==> src/rtl/if_fetch_unit_pkg.sv <==
// rtl/if_fetch_unit_pkg.sv - shared state encodings, widths and constants for the IF stage
package if_fetch_unit_pkg;

   localparam int XLEN = 32;
   localparam logic [XLEN-1:0] NOP_INSTR_DEFAULT = 32'h0000_0013;

   typedef enum logic [1:0] {
      ST_FETCH = 2'd0,
      ST_HOLD  = 2'd1,
      ST_DRAIN = 2'd2,
      ST_TRAP  = 2'd3
   } fetch_state_e;

   function automatic logic [XLEN-1:0] pc_plus4(input logic [XLEN-1:0] pc);
      return pc + 32'd4;
   endfunction

endpackage

==> src/rtl/if_fetch_unit_if.sv <==
// rtl/if_fetch_unit_if.sv - instruction-memory request/response channel (single outstanding)
interface if_fetch_unit_if;
   import if_fetch_unit_pkg::*;

   logic            req;
   logic [XLEN-1:0] addr;
   logic            ready;
   logic [XLEN-1:0] rdata;

   modport master (output req, output addr, input ready, input rdata);
   modport slave  (input req, input addr, output ready, output rdata);

endinterface

==> src/rtl/if_skid_buffer.sv <==
// rtl/if_skid_buffer.sv - one-entry {pc,instr} holding register; clear has priority over load
module if_skid_buffer
   import if_fetch_unit_pkg::*;
(
   input  logic            clk_i,
   input  logic            rst_i,
   input  logic            load_i,
   input  logic            clear_i,
   input  logic [XLEN-1:0] pc_i,
   input  logic [XLEN-1:0] instr_i,
   output logic            full_o,
   output logic [XLEN-1:0] pc_o,
   output logic [XLEN-1:0] instr_o
);

   logic            full_q;
   logic [XLEN-1:0] pc_q;
   logic [XLEN-1:0] instr_q;

   always_ff @(posedge clk_i) begin
      if (rst_i) begin
         full_q  <= 1'b0;
         pc_q    <= '0;
         instr_q <= '0;
      end else if (clear_i) begin
         full_q <= 1'b0;
      end else if (load_i) begin
         full_q  <= 1'b1;
         pc_q    <= pc_i;
         instr_q <= instr_i;
      end
   end

   assign full_o  = full_q;
   assign pc_o    = pc_q;
   assign instr_o = instr_q;

endmodule

==> src/rtl/if_fetch_unit.sv <==
// rtl/if_fetch_unit.sv - IF stage: PC, imem requests, skid buffer and IF/ID register
// Optional IF_MISALIGN_CHECK_EN: misaligned redirect targets trap instead of being rounded down.
module if_fetch_unit
   import if_fetch_unit_pkg::*;
#(
   parameter logic [XLEN-1:0] RESET_PC  = 32'h0000_0000,
   parameter logic [XLEN-1:0] NOP_INSTR = NOP_INSTR_DEFAULT
) (
   input  logic            clk_i,
   input  logic            rst_i,
   input  logic            stall_i,
   input  logic            redirect_i,
   input  logic [XLEN-1:0] redirect_pc_i,
   if_fetch_unit_if.master imem,
   output logic [XLEN-1:0] if_pc_o,
   output logic [XLEN-1:0] if_instruction_o,
   output logic [XLEN-1:0] if_pc_plus4_o,
`ifdef IF_MISALIGN_CHECK_EN
   output logic            if_misaligned_o,
`endif
   output logic            if_valid_o
);

   fetch_state_e    state_q, state_d;
   fetch_state_e    land_redir, land_drain;
   logic [XLEN-1:0] pc_q, pc_d, target_q, target_d, redir_pc;
   logic [XLEN-1:0] ifid_pc_q, ifid_pc_d, ifid_instr_q, ifid_instr_d, ifid_pc4_q, ifid_pc4_d;
   logic            ifid_valid_q, ifid_valid_d;
   logic            req_pending;
   logic            skid_load, skid_clear, skid_full;
   logic [XLEN-1:0] skid_pc, skid_instr;

   if_skid_buffer u_skid (
      .clk_i   (clk_i),
      .rst_i   (rst_i),
      .load_i  (skid_load),
      .clear_i (skid_clear),
      .pc_i    (pc_q),
      .instr_i (imem.rdata),
      .full_o  (skid_full),
      .pc_o    (skid_pc),
      .instr_o (skid_instr)
   );

`ifdef IF_MISALIGN_CHECK_EN
   logic misal_q, misal_d;
   assign redir_pc        = redirect_pc_i;
   assign land_redir      = (redir_pc[1:0] != 2'b00) ? ST_TRAP : ST_FETCH;
   assign land_drain      = (target_q[1:0] != 2'b00) ? ST_TRAP : ST_FETCH;
   assign if_misaligned_o = misal_q;
`else
   assign redir_pc   = redirect_pc_i & ~32'h3;
   assign land_redir = ST_FETCH;
   assign land_drain = ST_FETCH;
`endif

   // DRAIN keeps the old address on the bus so an in-flight request is never retargeted
   assign req_pending = (state_q == ST_FETCH) || (state_q == ST_DRAIN);
   assign imem.req    = req_pending && !rst_i;
   assign imem.addr   = pc_q;

   always_comb begin
      state_d      = state_q;
      pc_d         = pc_q;
      target_d     = target_q;
      ifid_pc_d    = ifid_pc_q;
      ifid_instr_d = ifid_instr_q;
      ifid_pc4_d   = ifid_pc4_q;
      ifid_valid_d = ifid_valid_q;
      skid_load    = 1'b0;
      skid_clear   = 1'b0;
`ifdef IF_MISALIGN_CHECK_EN
      misal_d      = misal_q;
`endif
      if (redirect_i) begin
         ifid_valid_d = 1'b0;
         ifid_instr_d = NOP_INSTR;
         skid_clear   = 1'b1;
`ifdef IF_MISALIGN_CHECK_EN
         misal_d      = 1'b0;
`endif
         if (req_pending && !imem.ready) begin
            target_d = redir_pc;
            state_d  = ST_DRAIN;
         end else begin
            pc_d    = redir_pc;
            state_d = land_redir;
         end
      end else begin
         case (state_q)
            ST_FETCH: begin
               if (imem.ready) begin
                  pc_d = pc_plus4(pc_q);
                  if (stall_i) begin
                     skid_load = 1'b1;
                     state_d   = ST_HOLD;
                  end else begin
                     ifid_pc_d    = pc_q;
                     ifid_instr_d = imem.rdata;
                     ifid_pc4_d   = pc_plus4(pc_q);
                     ifid_valid_d = 1'b1;
                  end
               end else if (!stall_i) begin
                  ifid_valid_d = 1'b0;
                  ifid_instr_d = NOP_INSTR;
               end
            end
            ST_HOLD: begin
               if (!stall_i) begin
                  ifid_pc_d    = skid_pc;
                  ifid_instr_d = skid_full ? skid_instr : NOP_INSTR;
                  ifid_pc4_d   = pc_plus4(skid_pc);
                  ifid_valid_d = skid_full;
                  skid_clear   = 1'b1;
                  state_d      = ST_FETCH;
               end
            end
            ST_DRAIN: begin
               if (imem.ready) begin
                  pc_d    = target_q;
                  state_d = land_drain;
               end
            end
`ifdef IF_MISALIGN_CHECK_EN
            ST_TRAP: begin
               if (!stall_i) begin
                  ifid_pc_d    = pc_q;
                  ifid_instr_d = NOP_INSTR;
                  ifid_pc4_d   = pc_plus4(pc_q);
                  ifid_valid_d = 1'b1;
                  misal_d      = 1'b1;
               end
            end
`endif
            default: state_d = ST_FETCH;
         endcase
      end
   end

   always_ff @(posedge clk_i) begin
      if (rst_i) begin
         state_q      <= ST_FETCH;
         pc_q         <= RESET_PC;
         target_q     <= RESET_PC;
         ifid_pc_q    <= '0;
         ifid_instr_q <= NOP_INSTR;
         ifid_pc4_q   <= '0;
         ifid_valid_q <= 1'b0;
      end else begin
         state_q      <= state_d;
         pc_q         <= pc_d;
         target_q     <= target_d;
         ifid_pc_q    <= ifid_pc_d;
         ifid_instr_q <= ifid_instr_d;
         ifid_pc4_q   <= ifid_pc4_d;
         ifid_valid_q <= ifid_valid_d;
      end
   end

`ifdef IF_MISALIGN_CHECK_EN
   always_ff @(posedge clk_i) begin
      if (rst_i) misal_q <= 1'b0;
      else       misal_q <= misal_d;
   end
`endif

   assign if_pc_o          = ifid_pc_q;
   assign if_instruction_o = ifid_instr_q;
   assign if_pc_plus4_o    = ifid_pc4_q;
   assign if_valid_o       = ifid_valid_q;

endmodule

==> src/flat_wrapper.sv <==
// flat-port wrapper written by rule: the top's interface ports become plain ports
module if_fetch_unit_flat import if_fetch_unit_pkg::*;
#(
   parameter logic [XLEN-1:0] RESET_PC  = 32'h0000_0000,
   parameter logic [XLEN-1:0] NOP_INSTR = NOP_INSTR_DEFAULT
)
  (clk_i, rst_i, stall_i, redirect_i, redirect_pc_i, if_pc_o, if_instruction_o, if_pc_plus4_o, if_valid_o, imem_req, imem_addr, imem_ready, imem_rdata);
  if_fetch_unit_if imem_i ();
  input  logic clk_i;
  input  logic rst_i;
  input  logic stall_i;
  input  logic redirect_i;
  input  logic [XLEN-1:0] redirect_pc_i;
  output logic [XLEN-1:0] if_pc_o;
  output logic [XLEN-1:0] if_instruction_o;
  output logic [XLEN-1:0] if_pc_plus4_o;
  output logic if_valid_o;
  output wire logic [$bits(imem_i.req)-1:0] imem_req;
  output wire logic [$bits(imem_i.addr)-1:0] imem_addr;
  input wire logic [$bits(imem_i.ready)-1:0] imem_ready;
  input wire logic [$bits(imem_i.rdata)-1:0] imem_rdata;
  assign imem_req = imem_i.req;
  assign imem_addr = imem_i.addr;
  assign imem_i.ready = imem_ready;
  assign imem_i.rdata = imem_rdata;
  if_fetch_unit #(.RESET_PC(RESET_PC), .NOP_INSTR(NOP_INSTR)) u_core (.clk_i(clk_i), .rst_i(rst_i), .stall_i(stall_i), .redirect_i(redirect_i), .redirect_pc_i(redirect_pc_i), .imem(imem_i), .if_pc_o(if_pc_o), .if_instruction_o(if_instruction_o), .if_pc_plus4_o(if_pc_plus4_o), .if_valid_o(if_valid_o));
endmodule
==> config.mk <==
export PLATFORM = sky130hd
export DESIGN_NAME = if_fetch_unit_flat
export DESIGN_NICKNAME = d
export VERILOG_FILES = /design/src/rtl/if_fetch_unit_pkg.sv /design/src/rtl/if_fetch_unit_if.sv /design/src/rtl/if_skid_buffer.sv /design/src/rtl/if_fetch_unit.sv /design/src/flat_wrapper.sv
export SDC_FILE = /design/constraint.sdc
export NUM_CORES = 1
export LEC_CHECK = 0
export CAP_MARGIN = 20
export CORE_ASPECT_RATIO = 0.7
export CORE_MARGIN = 4
export CORE_UTILIZATION = 49
export CTS_CLUSTER_SIZE = 16
export DETAILED_ROUTE_END_ITERATION = 10
export PLACE_DENSITY = 0.76
export RECOVER_POWER = 50
export SKIP_CTS_REPAIR_TIMING = 1
export SYNTH_ARGS = -nofsm -noshare
export SYNTH_HDL_FRONTEND = slang
export SYNTH_SLANG_ARGS = --single-unit
==> constraint.sdc <==
create_clock -name clk_i -period 3.95 [get_ports clk_i]
set_clock_uncertainty 0.2 [all_clocks]
set_input_delay 0.5925 -clock clk_i [delete_from_list [all_inputs] [get_ports clk_i]]
set_output_delay 0.5925 -clock clk_i [all_outputs]
set_load 0.03 [all_outputs]
* Word-level counts from Yosys, hierarchy flattened
Cells that the tools add are included.
** Cells by class
- $add $sub $neg :: 2
- Equality and inequality tests :: 10
- Muxes and demuxes :: 38
- Bitwise logic cells :: 2
- Reductions and logical operators :: 16
** Operators with widths (count)
- $mux W32 :: 15
- $pmux W32 S2 :: 4
- $add A32 B3 Y32 const B :: 2
- $mux W2 :: 6
- $ne A3 B3 Y1 const B :: 4
- $mux W1 :: 11
- $ne A2 B2 Y1 const B :: 4
- $reduce_and A4 Y1 :: 2
- $pmux W2 S3 :: 1
- $reduce_and A5 Y1 :: 1
- $reduce_and A2 Y1 :: 2
- $reduce_or A2 Y1 :: 2
- $reduce_and A3 Y1 :: 1
- $reduce_bool A3 Y1 :: 1
- $eq A2 B1 Y1 const B :: 1
- $eq A2 B2 Y1 const B :: 1
- $logic_and A1 B1 Y1 :: 2
- $logic_not A1 Y1 :: 2
- $logic_not A2 Y1 :: 1
- $not A1 Y1 :: 2
- $pmux W1 S2 :: 1
- $reduce_bool A2 Y1 :: 1
- $logic_or A1 B1 Y1 :: 1
** Word-level totals
- Register bits after elaboration :: 226
- Input bits :: 69
- Output and inout port bits :: 130
- Word-level logic and storage cells :: 78

* Depth between registers and ports, before layout
Gate-level depths: netlist of the first run.
- Depth in word-level cells :: 5
- Gate-level depth with buffers :: 8
- Depth with buffers taken out :: 6

* Cells and area by module
Synthesis of the first run repeated with hierarchy kept, for this count alone.
** Unflattened totals
- Cell total of the unflattened synthesis :: 1400
- Area, all modules :: 11486.0 sq um
** By module, submodules not included
- if_fetch_unit :: times used 1, cells each 1105, area an instance 8291.7 sq um, seq. area each 3143.0 sq um
- if_skid_buffer :: times used 1, cells each 295, area an instance 3194.3 sq um, seq. area each 1301.2 sq um

* Least setup slack after synthesis of the first run
Ideal clock, no wire load.
- Kind :: flip-flop to flip-flop
- Start :: register u_core.pc_q[2] (netlist: u_core.imem.addr[2])
- End :: register u_core.pc_q[18] (netlist: u_core.imem.addr[18])
- Library setup time :: 0.140 ns
- Arrival time :: 2.130 ns
- Required time :: 3.610 ns
- Setup slack :: 1.481 ns
- Cell stages (with the launch flop) :: 7
- Buffers on the path :: 0
- Clock period less this slack :: 2.469 ns
- Cell sequence :: dfxtp_1 ha_1 nand2_1 or4_1 o21a_1 o31ai_1 a221oi_1
** Between the ends
- Word-level cells in the longest chain between the ends :: 4
** Ends and longest elaborated chain
- from (decl) :: RTL line if_fetch_unit.sv:26 : logic [XLEN-1:0] pc_q, pc_d, target_q, target_d, redir_pc;
- from (signal assigned) :: RTL line if_fetch_unit.sv:151 : pc_q <= pc_d;
- $add A32 B3 Y32 :: RTL line if_fetch_unit_pkg.sv:15 : return pc + 32'd4;
- $mux W32 :: RTL line if_fetch_unit.sv:92 : if (imem.ready) begin
- $pmux W32 S2 :: RTL line if_fetch_unit.sv:90 : case (state_q)
- $mux W32 :: RTL line if_fetch_unit.sv:75 : if (redirect_i) begin
Every way passes these cells. The select of a mux whose other input is x is not followed.
A chain may end at the register's enable or synchronous reset.

* Worst setup path after layout of the first run
- Start :: input imem_ready
- End :: register u_core.ifid_pc_q[2] (netlist: u_core.if_pc_o[2])
** Between the ends
- Word-level cells in the longest chain between the ends :: 2
** Ends and longest elaborated chain
- from (decl) :: RTL line flat_wrapper.sv:20 : input wire logic [$bits(imem_i.ready)-1:0] imem_ready;
- $ne A2 B2 Y1 (no source line)
- $reduce_and A5 Y1 (no source line)
- to (signal assigned) :: RTL line if_fetch_unit.sv:153 : ifid_pc_q <= ifid_pc_d;
- to (decl) :: RTL line if_fetch_unit.sv:27 : logic [XLEN-1:0] ifid_pc_q, ifid_pc_d, ifid_instr_q, ifid_instr_d, ifid_pc4_q, ifid_pc4_d;
Every way passes these cells.

==> reports/summary.txt, run 1 <==
Hold endpoint -> u_core.target_q[26]
ANT cells -> 0
Required @ worst endpoint -> 4120 ps
Chip height -> 128.8 µm
Htree depth -> 1
Post-place setup slack -> 622.9 ps
PnR worst setup slack -> 721.5 ps
Initial antenna violation count -> 0
Async set-reset flop share out of synthesis -> 0%
Max-slew violations -> 0
Fmax -> 309.7 MHz
DR pass1 iterations -> 5
Crit Path Class -> in2reg
Routed via count -> 10552
CP max FO -> 56
CP Data Arrival Time -> 3400 ps
Post-synthesis sequential area ratio -> 42.69%
Setup TNS -> 0 ps
Final min period -> 3228 ps
Final hold violation count -> 0
Synth area leaders -> dfxtp_1 (43%), nand2_1 (12%), a21oi_1 (6.1%)
RD Place Congestion -> 0.9029
# rows -> 43
Largest family of logic cells by synthesized area -> simple AND/OR/NAND/NOR gates
CTS tree -> done
# DRC -> 0
Multiplexer area fraction after synthesis -> 0.09792%
Outcome -> finished, final reports clean
Xor/xnor share of the synthesized area -> 2.570%
Hold depth -> 2
Maxcap violations -> 0
Adder-Cell Fraction of Synth Area -> 0.2448%
CTS Sinks -> 218
Die area -> 0.02327 mm²
Power per Cell Area -> 416.9 mW/mm²
Setup-failing EPs final -> 0
FF-to-FF setup slack -> 740 ps
Clk_lat worst skew -> 510 ps
Vias per cell -> 5.992
RR Endpoint -> u_core.if_instruction_o[16]
Top-area cell type share of the netlist area -> 42.69%
Syn Area/Cell -> 7.500 µm²
Die Width -> 180.6 µm
Cell Area, Synth -> 0.01022 mm²
Slew @ Worst Pin -> 1454 ps
Leakage -> 4.576 nW
Number of synthesized register bits -> 218
Starting DRT DRC Count -> 1445
Slew HR -> 3.070%
Post-synth EDFFs -> 0
Clock input transition at the sequential cells of the worst setup and hold paths -> 60 ps
Hold Crit Class -> reg2reg
Synth area leader -> dfxtp_1
Global-route wire length before repair -> 52.35 mm
Final #Nets -> 1547
Worst reg2reg path depth -> 6
WL final -> 33.45 mm
Maximum VDD drop -> 0.2626 mV
Distinct cells, synth -> 56
Core area -> 0.02012 mm²
YS warnings -> 0
DP HPWL -> 23.18 mm
WL/cell -> 19.00 µm
Startpoint Class -> primary input
Ys flop type -> dfxtp_1
Clock Path Buffers -> 3
Pin count of the biggest net entering global routing -> 58
RSZ-0062 raised after global routing -> no
Port buffer count -> 190
Root buf cell -> clkbuf_16
Final ANT Viol Nets -> 0
Initial Utilization -> 50.80%
Post-synthesis simple-gate area fraction -> 26.27%
Layout cells sized above 1 -> 5.030%
RR Startpoint -> u_core.state_q[0]
Crit end category -> flop
CTS Buf Count -> 22
Total gr overflow -> 0
Fin crit share -> 81.73%
Beginning of the worst hold path -> u_core.target_q[26]
Compound-cell area share of the yosys netlist -> 22.24%
Area grow syn2layout -> 26.60%
Vias in the first global route -> 9253
Io pins -> 199
All-Layer GR Usage -> 27.48%
Gate Count Post-Synth -> 1363
==> layout by cell type (no fill, tap or decap), drive strengths merged, types with 17 or more instances in the layout <==
cell type / count
nand2: 335
dfxtp: 218
a21oi: 125
nor2: 103
dlygate4sd3: 96
clkdlybuf4s50: 92
nor3: 55
o21ai: 54
clkbuf: 38
nand3: 35
a311oi: 34
a221oi: 31
buf: 25
nor4: 23
o211ai: 21
a211oi: 17
==> critical path, stage by stage <==
cell and delay, ps:
dlygate4sd3_1 730, nor2_1 160, nor4_1 560, clkbuf_2 910, nand3_1 220, o21ai_0 140, nor2_1 60
==> per-layer routing <==
layer | wire, µm | GRT usage, % | share of wire (%) | vias to the layer above
li1 | - | - | - | 5039
met1 | 15340 | 43.85 | 46 | 4902
met5 | 0 | 0 | 0 | -
met2 | 13550 | 37.02 | 41 | 563
met3 | 4001 | 6.895 | 12 | 48
met4 | 556 | 5.200 | 1.7 | 0
==> sequential cells by signal, summed over array words and instances, names as in the netlist, 2 cells and up <==
signal,count
u_core.if_instruction_o,32
u_core.target_q,30
u_core.if_pc_plus4_o,30
u_core.if_pc_o,30
u_core.u_skid.instr_o,32
u_core.state_q,2
u_core.u_skid.pc_o,30
u_core.imem.addr,30
==> cell families (layout without fill, tap and decap cells) <==
logic type | count (synthesis) | in the layout
and+or+nand+nor | 614 | 614
AOI/OAI and AO/OA | 348 | 348
DFF | 218 | 218
xor gates and xnor gates | 30 | 30
adders and majority gates | 2 | 2
muxes | 1 | 1
other | 1 | 6
buffers and inverters | 149 | 272
==> stage by stage <==
step / instances / power, mW / utilization [%] / hold slack [ps] / area [µm²]
after global routing: 1761 / 5.583 / 64.31 / 264.7 / 12940
after global placement: 1722 / 3.191 / 60.58 / 238.4 / 12190
after floorplan: 1368 / 2.868 / - / 231.9 / 10240
after CTS: 1761 / 5.433 / 64.46 / 252.2 / 12970
after detailed placement: 1722 / 3.203 / 60.58 / 243.8 / 12190
final: 1761 / 5.396 / 64.31 / 250.4 / 12940
==> final cells by class <==
class	count	area (µm²)
tap	270	337.8
clock buffer	33	673.1
multi-input combinational	1001	5290
sequential	218	4364
fill	1788	7181
clock inverter	6	107.6
inverter	15	56.30
timing repair buffer	218	2112
==> power breakdown <==
part	total (mW)	leakage, nW	switching (mW)	internal, mW
logic	0.750	2.42	0.466	0.284
clock network	2.24	0.382	0.871	1.37
registers	2.40	1.78	0.114	2.29
==> synth_stat cells (all sizes together), types with 2 or more instances <==
cell and number:
o21a 3, buf 20, and3 8, a221oi 31
a21oi 125, nand3 35, xor2 14, or2 4
a32o 3, nor4b 2, dfxtp 218, a31oi 13
nor4 23, nor3 55, or4 7, o32ai 3
nand4 16, ha 2, o211ai 21, inv 15
a21boi 3, xnor2 16, and4 4, nor2b 2
or3 7, a211oi 17, o31ai 5, and2 6
a311oi 34, o21ai 54, o31a 12, nand2 335
clkbuf 114, nand2b 4, o221ai 6, o22ai 10
o32a 3, nor2 103
==> how the worst max path moves through the flow <==
| stage | slack [ps] | endpoint | from | depth (start not counted) |
|---|---|---|---|---|
| floorplan | 1480 | u_core.imem.addr[18] | u_core.imem.addr[2] | 6 |
| CTS | 1140 | imem_req | u_core.state_q[0] | 2 |
| global placement | 550 | u_core.if_pc_plus4_o[26] | imem_ready | 6 |
| finish | 720 | u_core.if_pc_o[2] | imem_ready | 7 |
| global route | 480 | u_core.if_instruction_o[24] | u_core.state_q[0] | 6 |
| detailed placement | 620 | u_core.if_pc_plus4_o[28] | imem_ready | 6 |
Power figures use the tool's default switching activity.
==> run 2, diff against run 1 <==
==> constraint.sdc (replaced) <==
create_clock -name clk_i -period 3 [get_ports clk_i]
set_clock_uncertainty 0.2 [all_clocks]
set_input_delay 0.45 -clock clk_i [delete_from_list [all_inputs] [get_ports clk_i]]
set_output_delay 0.45 -clock clk_i [all_outputs]
set_load 0.03 [all_outputs]
==> reports/summary.txt, run 2 (synthesis results as in run 1) <==
Clock Path Buffers -> 3
Setup-failing EPs final -> 0
Max-slew violations -> 0
WL/cell -> 19.07 µm
Hold Crit Class -> reg2reg
Pin count of the biggest net entering global routing -> 168
CP top delay family -> simple AND/OR/NAND/NOR gates
Leading cell type in the layout, fill and taps excluded -> nand2_1
# rows -> 43
Fin crit share -> 92.82%
CTS Buf Count -> 22
CP Data Arrival Time -> 3000 ps
RSZ-0062 raised after global routing -> no
# DRC -> 0
Slew @ Worst Pin -> 880.2 ps
DP HPWL -> 23.66 mm
Leakage -> 4.757 nW
Crit-path slowest cell -> or4_1
Layout cells sized above 1 -> 7.788%
WHS -> 246.2 ps
CP Buf/Inv Count -> 0
Initial Utilization -> 50.80%
Clk_lat worst skew -> 500 ps
Crit end category -> flop
Root buf cell -> clkbuf_16
Power per Cell Area -> 539.0 mW/mm²
Htree depth -> 1
Die area -> 0.02327 mm²
Commonest non-fill, non-tap cells in the layout -> nand2_1 (334), dfxtp_1 (218), a21oi_1 (125), nor2_1 (102), clkdlybuf4s50_1 (98)
Final min period -> 2784 ps
Maximum VDD drop -> 0.4370 mV
Setup TNS -> 0 ps
Die Width -> 180.6 µm
Total gr overflow -> 0
Clock input transition at the sequential cells of the worst setup and hold paths -> 70 ps
CP max FO -> 11
Area grow syn2layout -> 29.40%
WL final -> 34.29 mm
Core area -> 0.02012 mm²
Fmax -> 359.1 MHz
Critical Path Max Stage Delay -> 780 ps
Required @ worst endpoint -> 3220 ps
All-Layer GR Usage -> 27.98%
Crit Path Class -> reg2reg
Slew HR -> 41.29%
Io pins -> 199
ANT cells -> 0
Final #Nets -> 1583
Cell Chain, Critical Path -> nand4_1 -> or4_1 -> nor4_1 -> o211ai_1 -> a21oi_1
CTS tree -> done
Fin util -> 65.74%
Vias in the first global route -> 9470
Maxcap violations -> 0
DR pass1 iterations -> 5
CTS Sinks -> 218
Starting DRT DRC Count -> 1311
Final ANT Viol Nets -> 0
Startpoint Class -> flop
Global-route wire length before repair -> 53.38 mm
Initial antenna violation count -> 0
Vias per cell -> 5.969
Outcome -> finished, final reports clean
Port buffer count -> 190
Final hold violation count -> 0
Chip height -> 128.8 µm
Routed via count -> 10732
RD Place Congestion -> 0.8946
==> run 2: changes by cell type in the layout (fill, tap and decap cells not counted), moves of 2 or more <==
cell	change
clkbuf_8	-2
clkdlybuf4s50_1	+6
dlygate4sd3_1	-6
buf_4	+36
clkinv_2	+5
clkbuf_1	-4
==> run 2: layout make-up <==
class	instances	area, µm²
fill	1768	6894
multi-input combinational	1001	5301
sequential	218	4364
timing repair buffer	254	2397
clock buffer	29	638.1
tap	270	337.8
clock inverter	11	132.6
inverter	15	56.30
==> run 2: per-stage QoR <==
stage	power (mW)	setup WS, ps	cell area [µm²]	cells
detailed placement	4.264	236.0	12460	1757
finish	7.129	215.5	13230	1798
CTS	7.162	374.9	13240	1797
global route	7.366	131.7	13230	1798
global placement	4.245	234.4	12460	1757
floorplan	3.776	530.7	10240	1368
==> run 2: worst reg2reg max path, delay by kind of cell, from the launching register on <==
family | cells | cell delay [ps]
and+or+nand+nor | 3 | 1570
DFF | 1 | 600
AOI/OAI and AO/OA | 2 | 340
==> run 2: path summary, 6_finish.rpt <==
kind / start / end / slack [ps] / depth (start not counted)
worst max-delay path: u_core.imem.addr[12] / u_core.imem.addr[21] / 220 / 5
worst min-delay path: u_core.if_pc_plus4_o[7] / u_core.if_pc_plus4_o[7] / 250 / 2
worst max register to register: u_core.imem.addr[12] / u_core.imem.addr[21] / 220 / 5
worst min register to register: u_core.if_pc_plus4_o[7] / u_core.if_pc_plus4_o[7] / 250 / 2
==> run 2: metal layers <==
layer  share of wire, %  global-route usage [%]  wire length, µm  vias up
li1                   -                       -                -     5106
met1                 45                   43.00            15350     4972
met2                 41                   39.62            14090      621
met3                 13                   7.799             4419       33
met4                1.2                   4.356              427        0
met5                  0                       0                0        -
==> run 2: power by group <==
group / switching, mW / internal, mW / leakage (nW)
clock: 1.17 / 1.76 / 0.384
sequential: 0.102 / 3.01 / 1.78
combinational: 0.681 / 0.408 / 2.60
==> run 3, diff against run 2 <==
--- a/config.mk
+++ b/config.mk
@@ -5,13 +5,13 @@
 export SDC_FILE = /design/constraint.sdc
 export NUM_CORES = 1
 export LEC_CHECK = 0
+export ABC_CLOCK_PERIOD_IN_PS = 2700
 export CAP_MARGIN = 20
 export CORE_ASPECT_RATIO = 0.7
 export CORE_MARGIN = 4
-export CORE_UTILIZATION = 49
+export CORE_UTILIZATION = 40
 export CTS_CLUSTER_SIZE = 16
 export DETAILED_ROUTE_END_ITERATION = 10
-export PLACE_DENSITY = 0.76
 export RECOVER_POWER = 50
 export SKIP_CTS_REPAIR_TIMING = 1
 export SYNTH_ARGS = -nofsm -noshare
==> constraint.sdc (replaced) <==
create_clock -name clk_i -period 2.7 [get_ports clk_i]
set_clock_uncertainty 0.2 [all_clocks]
set_input_delay 0.405 -clock clk_i [delete_from_list [all_inputs] [get_ports clk_i]]
set_output_delay 0.405 -clock clk_i [all_outputs]
set_load 0.03 [all_outputs]
==> reports/summary.txt, run 3 (synthesis results as in run 1) <==
All-Layer GR Usage -> 24.93%
RR Startpoint -> u_core.imem.addr[2]
Slew HR -> 38.57%
Max-slew violations -> 0
# rows -> 48
Clk_lat worst skew -> 520 ps
Final #Nets -> 1600
RSZ-0062 raised after global routing -> no
Root buf cell -> clkbuf_16
Clock input transition at the sequential cells of the worst setup and hold paths -> 60 ps
Starting DRT DRC Count -> 1034
Leakage -> 4.628 nW
Port buffer count -> 190
Fmax -> 393.9 MHz
Layout cells sized above 1 -> 8.555%
CP top delay family -> buffers and inverters
RD Place Congestion -> 0.8656
CTS Sinks -> 218
Hold Crit Class -> in2reg
Cell Chain, Critical Path -> buf_4 -> nor2_1 -> clkdlybuf4s50_1
Non-Filler Instances -> 1868
Die area -> 0.02822 mm²
# DRC -> 0
Crit. Startpoint -> u_core.state_q[0]
CP Buf/Inv Count -> 2
Setup-failing EPs final -> 0
Placed cell count -> 1829
Io pins -> 199
CP max FO -> 10
Core area -> 0.02492 mm²
Htree depth -> 1
CTS Buf Count -> 23
Maximum VDD drop -> 0.3866 mV
DP HPWL -> 25.73 mm
Chip height -> 141.8 µm
Fin crit share -> 94.02%
Startpoint Class -> flop
Outcome -> finished, final reports clean
Beginning of the worst hold path -> redirect_i
WL/cell -> 19.41 µm
WL final -> 36.25 mm
Crit Path Class -> reg2out
Slew @ Worst Pin -> 920.9 ps
Initial antenna violation count -> 0
Maxcap violations -> 0
Vias in the first global route -> 9499
Required @ worst endpoint -> 2100 ps
Pin count of the biggest net entering global routing -> 73
CTS tree -> done
Power per Cell Area -> 600.1 mW/mm²
Critical Path Max Stage Delay -> 710 ps
Global-route wire length before repair -> 56.57 mm
DR pass1 iterations -> 5
Area grow syn2layout -> 31.53%
Crit-path slowest cell -> clkdlybuf4s50_1
ANT cells -> 0
Fin util -> 53.95%
CP Data Arrival Time -> 1930 ps
Commonest non-fill, non-tap cells in the layout -> nand2_1 (334), dfxtp_1 (218), clkdlybuf4s50_1 (172), a21oi_1 (125), nor2_1 (102)
Die Width -> 199.1 µm
Routed via count -> 10448
Total gr overflow -> 0
Final ANT Viol Nets -> 0
Leading cell type in the layout, fill and taps excluded -> nand2_1
Final Cell Area -> 0.01345 mm²
Final hold violation count -> 0
Vias per cell -> 5.593
Clock Path Buffers -> 3
Cell Area, Placed -> 0.01269 mm²
Final min period -> 2538 ps
Crit end category -> output pin
Setup TNS -> 0 ps
Initial Utilization -> 41.01%
## run 3: cell types whose count changed in the layout (fill, tap and decap cells not counted), sizes merged
cell and delta:
clkbuf +8, clkdlybuf4s50 +74, buf +13, clkinvlp -1, dlygate4sd3 -74, clkinv -6, inv +1
## run 3: final timing paths
| kind | cells after the start | to | slack [ps] |
|---|---|---|---|
| hold / removal | 3 | u_core.state_q[1] | 150 |
| hold reg to reg | 2 | u_core.target_q[17] | 250 |
| setup reg to reg | 6 | u_core.if_pc_plus4_o[30] | 240 |
| setup / recovery | 3 | imem_req | 160 |
## run 3: final cells by class
type | instances | area (µm²)
multi-input cells | 1001 | 5299
inverters | 15 | 56.30
fillers | 2398 | 11480
clock inverters | 5 | 103.9
repair buffers | 270 | 2529
well taps | 325 | 406.6
clock buffers | 34 | 686.9
flip-flops and latches | 218 | 4364
## run 3: routing by layer
layer / up-vias / global-route usage [%] / share of wire, %
met4: 0 / 4.424 / 1.7
met1: 4882 / 41.48 / 51
met5: - / 0 / 0
met3: 43 / 4.723 / 8.3
met2: 381 / 32.83 / 39
li1: 5142 / - / -
## run 3: worst reg2reg max path, stage by stage (launching register included)
cell and delay, ps:
dfxtp_1 330, ha_1 290, nand2_1 190, or4_1 630, nor4b_1 380, o21ai_0 190
a31oi_1 200
## run 3: power by group
group | total [mW] | internal (mW) | switching, mW
clock | 3.36 | 2.04 | 1.32
combinational | 1.27 | 0.484 | 0.782
sequential | 3.45 | 3.35 | 0.0950
total | 8.07 | 5.87 | 2.20
## run 3: through the flow
step	power [mW]	hold WS [ps]	worst slack (ps)
2_1_floorplan	4.196	231.9	230.7
3_3_place_gp	4.770	237.2	122.6
3_5_place_dp	4.779	242.0	90.34
4_1_cts	8.116	132.8	132.2
5_1_grt	8.383	190.5	70.48
6_report	8.068	152.4	161.5
